File: config.mk
export PLATFORM = sky130hd
export DESIGN_NAME = packed_psum_unpack_acc_flat
export DESIGN_NICKNAME = d
export VERILOG_FILES = /design/src/rtl/packed_psum_unpack_acc_pkg.sv /design/src/rtl/packed_psum_unpack_acc_if.sv /design/src/rtl/packed_prod_split.sv /design/src/rtl/packed_psum_unpack_acc.sv /design/src/flat_wrapper.sv
export SDC_FILE = /design/constraint.sdc
export NUM_CORES = 1
export LEC_CHECK = 0
export BUFFER_PORTS_ARGS = -buffer_cell sky130_fd_sc_hd__buf_2
export CAP_MARGIN = 20
export CORE_MARGIN = 3
export CORE_UTILIZATION = 64
export CTS_CLUSTER_DIAMETER = 200
export DETAILED_ROUTE_END_ITERATION = 10
export GPL_ROUTABILITY_DRIVEN = 1
export PLACE_DENSITY = 0.86
export SYNTH_ARGS = -nofsm -noshare
export SYNTH_HDL_FRONTEND = slang
export SYNTH_SLANG_ARGS = --single-unit
File: constraint.sdc
create_clock -name clk -period 12.05 [get_ports clk]
set_clock_uncertainty 0.1 [all_clocks]
set_input_delay 1.205 -clock clk [delete_from_list [all_inputs] [get_ports clk]]
set_output_delay 1.205 -clock clk [all_outputs]
set_load 0.02 [all_outputs]
File: src/rtl/packed_psum_unpack_acc_pkg.sv
// Shared definitions for the dual-INT8 packed DSP product path.
// Field offsets here must agree with the mul/packing side.
package packed_psum_unpack_acc_pkg;

    localparam int unsigned P_W_DEF   = 33;
    localparam int unsigned ACC_W_DEF = 32;
    localparam int unsigned CNT_W_DEF = 16;

    localparam int unsigned LO_LSB = 0;
    localparam int unsigned HI_LSB = 16;
    localparam int unsigned PROD_W = 16;

    // Two signed 16-bit products recovered from one packed DSP result
    typedef struct packed {
        logic [PROD_W-1:0] hi;
        logic [PROD_W-1:0] lo;
    } prod_pair_t;

    // Signed add overflow from the operand and result sign bits
    function automatic logic add_ovf(input logic a_msb, input logic b_msb, input logic s_msb);
        return (a_msb == b_msb) && (s_msb != a_msb);
    endfunction

endpackage

File: src/rtl/packed_psum_unpack_acc_if.sv
// Beat-in / window-result-out bus of the packed psum unpacker.
interface packed_psum_unpack_acc_if
    import packed_psum_unpack_acc_pkg::*;
#(
    parameter int unsigned P_W   = P_W_DEF,
    parameter int unsigned ACC_W = ACC_W_DEF,
    parameter int unsigned CNT_W = CNT_W_DEF
) ();

    logic             in_valid;
    logic             in_ready;
    logic [P_W-1:0]   in_p;
    logic             in_last;
    logic             out_valid;
    logic             out_ready;
    logic [ACC_W-1:0] out_acc_hi;
    logic [ACC_W-1:0] out_acc_lo;
    logic [CNT_W-1:0] out_beats;
    logic             out_ovf;

    modport master (
        output in_valid, in_p, in_last, out_ready,
        input  in_ready, out_valid, out_acc_hi, out_acc_lo, out_beats, out_ovf
    );

    modport slave (
        input  in_valid, in_p, in_last, out_ready,
        output in_ready, out_valid, out_acc_hi, out_acc_lo, out_beats, out_ovf
    );

endinterface

File: src/rtl/packed_prod_split.sv
// Splits a packed (A*2^16 + B)*C product into A*C and B*C.
// The low product's sign borrows one from the high field; add it back.
module packed_prod_split
    import packed_psum_unpack_acc_pkg::*;
#(
    parameter int unsigned P_W = P_W_DEF
) (
    input  logic [P_W-1:0] i_p,
    output prod_pair_t     o_prod
);

    logic [PROD_W-1:0] w_raw_hi;
    logic              w_borrow;
    logic              w_unused_msb;

    assign w_raw_hi     = i_p[HI_LSB +: PROD_W];
    assign w_borrow     = i_p[LO_LSB + PROD_W - 1];
    assign o_prod.lo    = i_p[LO_LSB +: PROD_W];
    assign o_prod.hi    = w_raw_hi + PROD_W'(w_borrow);
    assign w_unused_msb = ^i_p[P_W-1:HI_LSB+PROD_W];

endmodule

File: src/rtl/packed_psum_unpack_acc.sv
// Unpacks dual-INT8 DSP products and accumulates both lanes per window.
// Two stages: registered split, then accumulate / emit on the last beat.
module packed_psum_unpack_acc
    import packed_psum_unpack_acc_pkg::*;
#(
    parameter int unsigned P_W   = P_W_DEF,
    parameter int unsigned ACC_W = ACC_W_DEF,
    parameter int unsigned CNT_W = CNT_W_DEF
) (
    input logic                     clk,
    input logic                     rst,
    packed_psum_unpack_acc_if.slave i_bus
);

    prod_pair_t       w_split;
    logic             w_stall;
    logic             w_accept;
    logic [ACC_W-1:0] w_ext_hi;
    logic [ACC_W-1:0] w_ext_lo;
    logic [ACC_W-1:0] w_sum_hi;
    logic [ACC_W-1:0] w_sum_lo;
    logic [CNT_W-1:0] w_beats_nxt;
    logic             w_ovf_nxt;

    logic             r_s1_valid;
    logic             r_s1_last;
    prod_pair_t       r_s1;
    logic [ACC_W-1:0] r_acc_hi;
    logic [ACC_W-1:0] r_acc_lo;
    logic [CNT_W-1:0] r_beats;
    logic             r_ovf;
    logic             r_out_valid;
    logic [ACC_W-1:0] r_out_hi;
    logic [ACC_W-1:0] r_out_lo;
    logic [CNT_W-1:0] r_out_beats;
    logic             r_out_ovf;

    packed_prod_split #(.P_W(P_W)) u_split (
        .i_p    (i_bus.in_p),
        .o_prod (w_split)
    );

    assign w_stall        = r_out_valid & ~i_bus.out_ready;
    assign w_accept       = i_bus.in_valid & i_bus.in_ready;
    assign i_bus.in_ready = ~rst & ~w_stall;

    // Sign-extend each lane to accumulator width and add
    assign w_ext_hi    = ACC_W'($signed(r_s1.hi));
    assign w_ext_lo    = ACC_W'($signed(r_s1.lo));
    assign w_sum_hi    = r_acc_hi + w_ext_hi;
    assign w_sum_lo    = r_acc_lo + w_ext_lo;
    assign w_beats_nxt = (&r_beats) ? r_beats : r_beats + CNT_W'(1);
    assign w_ovf_nxt   = r_ovf
                       | add_ovf(r_acc_hi[ACC_W-1], w_ext_hi[ACC_W-1], w_sum_hi[ACC_W-1])
                       | add_ovf(r_acc_lo[ACC_W-1], w_ext_lo[ACC_W-1], w_sum_lo[ACC_W-1]);

    always_ff @(posedge clk or posedge rst) begin
        if (rst) begin
            r_s1_valid  <= 1'b0;
            r_s1_last   <= 1'b0;
            r_s1        <= '0;
            r_acc_hi    <= '0;
            r_acc_lo    <= '0;
            r_beats     <= '0;
            r_ovf       <= 1'b0;
            r_out_valid <= 1'b0;
            r_out_hi    <= '0;
            r_out_lo    <= '0;
            r_out_beats <= '0;
            r_out_ovf   <= 1'b0;
        end else if (!w_stall) begin
            r_s1_valid <= w_accept;
            if (w_accept) begin
                r_s1      <= w_split;
                r_s1_last <= i_bus.in_last;
            end
            if (r_s1_valid && r_s1_last) begin
                r_out_valid <= 1'b1;
                r_out_hi    <= w_sum_hi;
                r_out_lo    <= w_sum_lo;
                r_out_beats <= w_beats_nxt;
                r_out_ovf   <= w_ovf_nxt;
                r_acc_hi    <= '0;
                r_acc_lo    <= '0;
                r_beats     <= '0;
                r_ovf       <= 1'b0;
            end else begin
                // Not stalled: any pending result has just been taken
                r_out_valid <= 1'b0;
                if (r_s1_valid) begin
                    r_acc_hi <= w_sum_hi;
                    r_acc_lo <= w_sum_lo;
                    r_beats  <= w_beats_nxt;
                    r_ovf    <= w_ovf_nxt;
                end
            end
        end
    end

    assign i_bus.out_valid  = r_out_valid;
    assign i_bus.out_acc_hi = r_out_hi;
    assign i_bus.out_acc_lo = r_out_lo;
    assign i_bus.out_beats  = r_out_beats;
    assign i_bus.out_ovf    = r_out_ovf;

endmodule
File: src/flat_wrapper.sv
// flat-port wrapper written by rule: the top's interface ports become plain ports
module packed_psum_unpack_acc_flat import packed_psum_unpack_acc_pkg::*;
#(
    parameter int unsigned P_W   = P_W_DEF,
    parameter int unsigned ACC_W = ACC_W_DEF,
    parameter int unsigned CNT_W = CNT_W_DEF
)
  (clk, rst, i_bus_in_valid, i_bus_in_p, i_bus_in_last, i_bus_out_ready, i_bus_in_ready, i_bus_out_valid, i_bus_out_acc_hi, i_bus_out_acc_lo, i_bus_out_beats, i_bus_out_ovf);
  packed_psum_unpack_acc_if #(.P_W(P_W), .ACC_W(ACC_W), .CNT_W(CNT_W)) i_bus_i ();
  input logic clk;
  input logic rst;
  input wire logic [$bits(i_bus_i.in_valid)-1:0] i_bus_in_valid;
  input wire logic [$bits(i_bus_i.in_p)-1:0] i_bus_in_p;
  input wire logic [$bits(i_bus_i.in_last)-1:0] i_bus_in_last;
  input wire logic [$bits(i_bus_i.out_ready)-1:0] i_bus_out_ready;
  output wire logic [$bits(i_bus_i.in_ready)-1:0] i_bus_in_ready;
  output wire logic [$bits(i_bus_i.out_valid)-1:0] i_bus_out_valid;
  output wire logic [$bits(i_bus_i.out_acc_hi)-1:0] i_bus_out_acc_hi;
  output wire logic [$bits(i_bus_i.out_acc_lo)-1:0] i_bus_out_acc_lo;
  output wire logic [$bits(i_bus_i.out_beats)-1:0] i_bus_out_beats;
  output wire logic [$bits(i_bus_i.out_ovf)-1:0] i_bus_out_ovf;
  assign i_bus_i.in_valid = i_bus_in_valid;
  assign i_bus_i.in_p = i_bus_in_p;
  assign i_bus_i.in_last = i_bus_in_last;
  assign i_bus_i.out_ready = i_bus_out_ready;
  assign i_bus_in_ready = i_bus_i.in_ready;
  assign i_bus_out_valid = i_bus_i.out_valid;
  assign i_bus_out_acc_hi = i_bus_i.out_acc_hi;
  assign i_bus_out_acc_lo = i_bus_i.out_acc_lo;
  assign i_bus_out_beats = i_bus_i.out_beats;
  assign i_bus_out_ovf = i_bus_i.out_ovf;
  packed_psum_unpack_acc #(.P_W(P_W), .ACC_W(ACC_W), .CNT_W(CNT_W)) u_core (.clk(clk), .rst(rst), .i_bus(i_bus_i));
endmodule
==> flow_summary.yaml <==
routing:
  vias_per_cell: 6.07
  vias: 8909
  wl_per_cell_um: 16.8
  wirelength_um: 24700
  drc: 0
  firstDrtPassIters: 5
  drtIter0Drc: 594
  ant_nets: 0
clock_tree:
  cts-root-buf: "clkbuf_16"
  clock_latency_ns: 0.44
  clk_path_buf_depth: 2
  clk_pin_slew_ns: 0.07
  cts_resized: 0
  cts.sinks: 197
  cts_tree: "yes"
  post_cts_buffers: 0
  postCtsHoldBufs: 0
  cts_buffers: 17
  htreeDepth: 4
sta:
  worst_slack_ns: 8.40
  fmax_ghz: 0.274
  max_slew.worst_pin.slew_ns: 0.978
  fin_crit_ns: 3.65
  setup-tns-final_ns: 0
  grt_setup_unrepaired: "no"
  fin_crit_sh_pct: 30.3
  setup_violations: 0
  hold_viol: 0
  relSlewSlack_pct: 34.8
  report.final.slew_viol_count: 0
layout:
  diodes: 0
  drive_gt1_share_pct: 16.5
  nNetsFinal: 1339
  post-route-util_pct: 73.7
  syn2layout_area_growth_pct: 12.3
  fin_area_sq_um: 12300
die:
  die_h_um: 137
  die-area_sq_um: 18700
  ios: 121
  dieWidth_um: 137
  rows: 47
  start_util_pct: 65.7
  core_area_sq_um: 16700
setup_path:
  r2r_cells: 11
  regToRegEndpoint: "u_core.r_acc_lo[30]$_DFFE_PP0P_"
  end_kind: "register"
  r2r_start: "u_core.r_acc_lo[0]$_DFFE_PP0P_"
  critPathMaxStageDelay_ns: 0.45
  startpoint_type: "register"
  reg2reg_slack_ns: 8.40
  cp_slowest_cell: "fa_1"
  crit_chain: "ha_1 -> fa_1 -> a211oi_2 -> nor2_1 -> o31a_1 -> a31oi_4 -> o21ai_2 -> a2111oi_4 -> nor3_1 -> or3_1 -> a32o_1"
  cp_max_fo: 4
  worstSetupPathType: "register to register"
  crit_required_ns: 12.27
  crit_arrival_ns: 3.87
yosys:
  synth.net_count: 1243
  yosys_warnings: 0
  yosysSeqAreaShare_pct: 45.0
  avgSynthCellArea_sq_um: 9.64
  ys_async_sr_fraction_pct: 100
  synth_area_sq_um: 11000
  synth_edf_count: 0
  synthCells: 1138
  synth_top_flop_cell: "dfrtp_1"
  ys_ff_latch: 197
  post_synth_num_cell_types: 66
hold_path:
  hold-path-endpoint: "u_core.i_bus.out_acc_hi[4]$_DFFE_PP0P_"
  hold_class: "register to register"
  hold_depth: 2
  hp-start: "u_core.i_bus.out_acc_hi[4]$_DFFE_PP0P_"
power:
  ir_drop_v: 0.000157
  p_per_area_nw_per_um2: 267
  sw_frac_of_total_pct: 41.7
  p_comb_share_pct: 50.5
  p_sw_mw: 1.37
  power_frac_clock_pct: 17.3
  leakagePower_nw: 6.11
  seqPwrFrac_pct: 32.1
  internal_power_mw: 1.91
global_route:
  grt_overflow: 0
  grt_antenna_before_repair: 2
  grt_pass1_vias: 8662
  grt_max_degree: 145
  grtUsageTotal_pct: 26.9
  grt_pass1_wl_um: 40800
placed_design:
  place_ws_ns: 8.19
  gp_congestion: 0.904
  post_dp_cell_area_sq_um: 11700
  dp.final_hpwl_um: 16500
  port-buffer-count: 119
outcome:
  status: "finished, final reports clean"
run:
  max-cap-violations: 0
-- routing by layer --
metal	up-vias	track usage [%]	routed length [um]
li1	4270	-	-
met1	4345	36.3	11000
met2	242	44.6	11900
met3	48	4.45	1170
met4	4	9.31	563
met5	-	0	22
-- worst max-delay path by stage --
stage	start	endpoint	slack, ns	depth (start not counted)
3_5_place_dp	i_bus_out_ready	u_core.i_bus.out_acc_hi[28]$_DFFE_PP0P_	8.19	7
2_1_floorplan	rst	u_core.i_bus.out_acc_hi[0]$_DFFE_PP0P_	5.38	1
5_1_grt	u_core.r_s1[15]$_DFFE_PP0P_	u_core.i_bus.out_ovf$_DFFE_PP0P_	8.14	10
6_report	u_core.r_acc_lo[0]$_DFFE_PP0P_	u_core.r_acc_lo[30]$_DFFE_PP0P_	8.40	11
4_1_cts	u_core.r_acc_lo[0]$_DFFE_PP0P_	u_core.r_acc_lo[30]$_DFFE_PP0P_	8.39	11
3_3_place_gp	i_bus_out_ready	u_core.i_bus.out_acc_hi[22]$_DFFE_PP0P_	8.26	7
-- layout by cell type (no fill, tap or decap), types with 3 or more instances in the layout --
cell type	count
a211oi_1	5
a21o_1	33
a21oi_1	68
a22o_1	58
a31oi_1	6
and2_1	10
and3_1	16
buf_2	119
buf_4	7
clkbuf_1	4
clkbuf_16	17
clkbuf_8	4
dfrtp_1	197
ha_1	65
inv_1	18
mux2_2	33
mux2i_1	6
nand2_1	205
nand2b_1	9
nand3_1	23
nand4_1	11
nor2_1	57
nor2b_1	5
nor3_1	10
o211ai_1	7
o21a_1	4
o21ai_0	78
o21ai_1	10
o21bai_1	13
o31ai_1	9
or3_1	3
xnor2_1	52
xor2_1	25
-- cell usage after synthesis, types with 6 or more instances --
master / count / area, sq um
nand2b_1: 9 / 56.3
a22o_1: 58 / 508
dfrtp_1: 197 / 4930
and2_1: 10 / 62.6
nand3_1: 23 / 115
o21ai_1: 10 / 50.1
mux2_2: 33 / 372
o31ai_1: 9 / 67.6
xnor2_1: 52 / 455
mux2i_1: 6 / 60.1
nor2_1: 58 / 218
a31oi_1: 6 / 37.5
and3_1: 17 / 106
o21ai_0: 78 / 390
o21bai_1: 13 / 97.6
o211ai_1: 7 / 52.6
nand4_1: 11 / 68.8
nand2_1: 207 / 777
clkbuf_1: 43 / 161
nor3_1: 10 / 50.1
inv_1: 19 / 71.3
xor2_1: 25 / 219
a21oi_1: 68 / 340
a21o_1: 33 / 248
ha_1: 65 / 813
-- cell families after synthesis --
| logic type | Yosys count | share of synthesized area, % |
|---|---|---|
| fa+ha+maj | 67 | 7.78 |
| flops | 197 | 45.0 |
| simple gates | 368 | 14.9 |
| compound gates | 322 | 19.9 |
| mux | 39 | 3.94 |
| buf+inv | 68 | 2.34 |
| xor+xnor | 77 | 6.15 |
-- flip-flops by register name (all words and copies together), names as in the netlist --
signal / cells
u_core.i_bus.out_beats: 16
u_core.r_acc_hi: 32
u_core.r_s1: 32
u_core.i_bus.out_valid: 1
u_core.i_bus.out_acc_lo: 32
u_core.i_bus.out_ovf: 1
u_core.r_ovf: 1
u_core.r_beats: 16
u_core.r_acc_lo: 32
u_core.r_s1_last: 1
u_core.r_s1_valid: 1
u_core.i_bus.out_acc_hi: 32
-- metrics by stage --
stage,power (mW),hold slack [ns],std cells
6_report,3.28,0.369,1467
3_3_place_gp,2.63,0.354,1435
5_1_grt,3.52,0.396,1467
2_1_floorplan,2.29,0.354,1138
3_5_place_dp,2.69,0.357,1435
4_1_cts,3.28,0.373,1467
-- cell type report --
| cell class | count | area [sq um] |
|---|---|---|
| Inverter | 19 | 78.8 |
| Clock inverter | 7 | 95.1 |
| Sequential cell | 197 | 4930 |
| Clock buffer | 25 | 495 |
| Timing Repair Buffer | 126 | 648 |
| Multi-Input combinational cell | 873 | 5790 |
| Tap cell | 220 | 275 |
| Fill cell | 1198 | 4390 |
-- power groups by stage --
stage	logic (mW)	clock network (mW)	registers, mW
global placement	1.58	0	1.05
CTS	1.66	0.575	1.05
global route	1.84	0.600	1.08
finish	1.66	0.569	1.06
detailed placement	1.64	0	1.06
floorplan	1.13	0	1.16
-- critical path: cells and delay by family (launching register included) --
kind,cells,cell delay (ns)
AO/OA/AOI/OAI,6,1.69
adder cells (fa/ha/maj),2,0.72
AND/OR/NAND/NOR,3,0.64
flip-flops,1,0.39
Note: power is estimated with default switching activity, not from simulation.
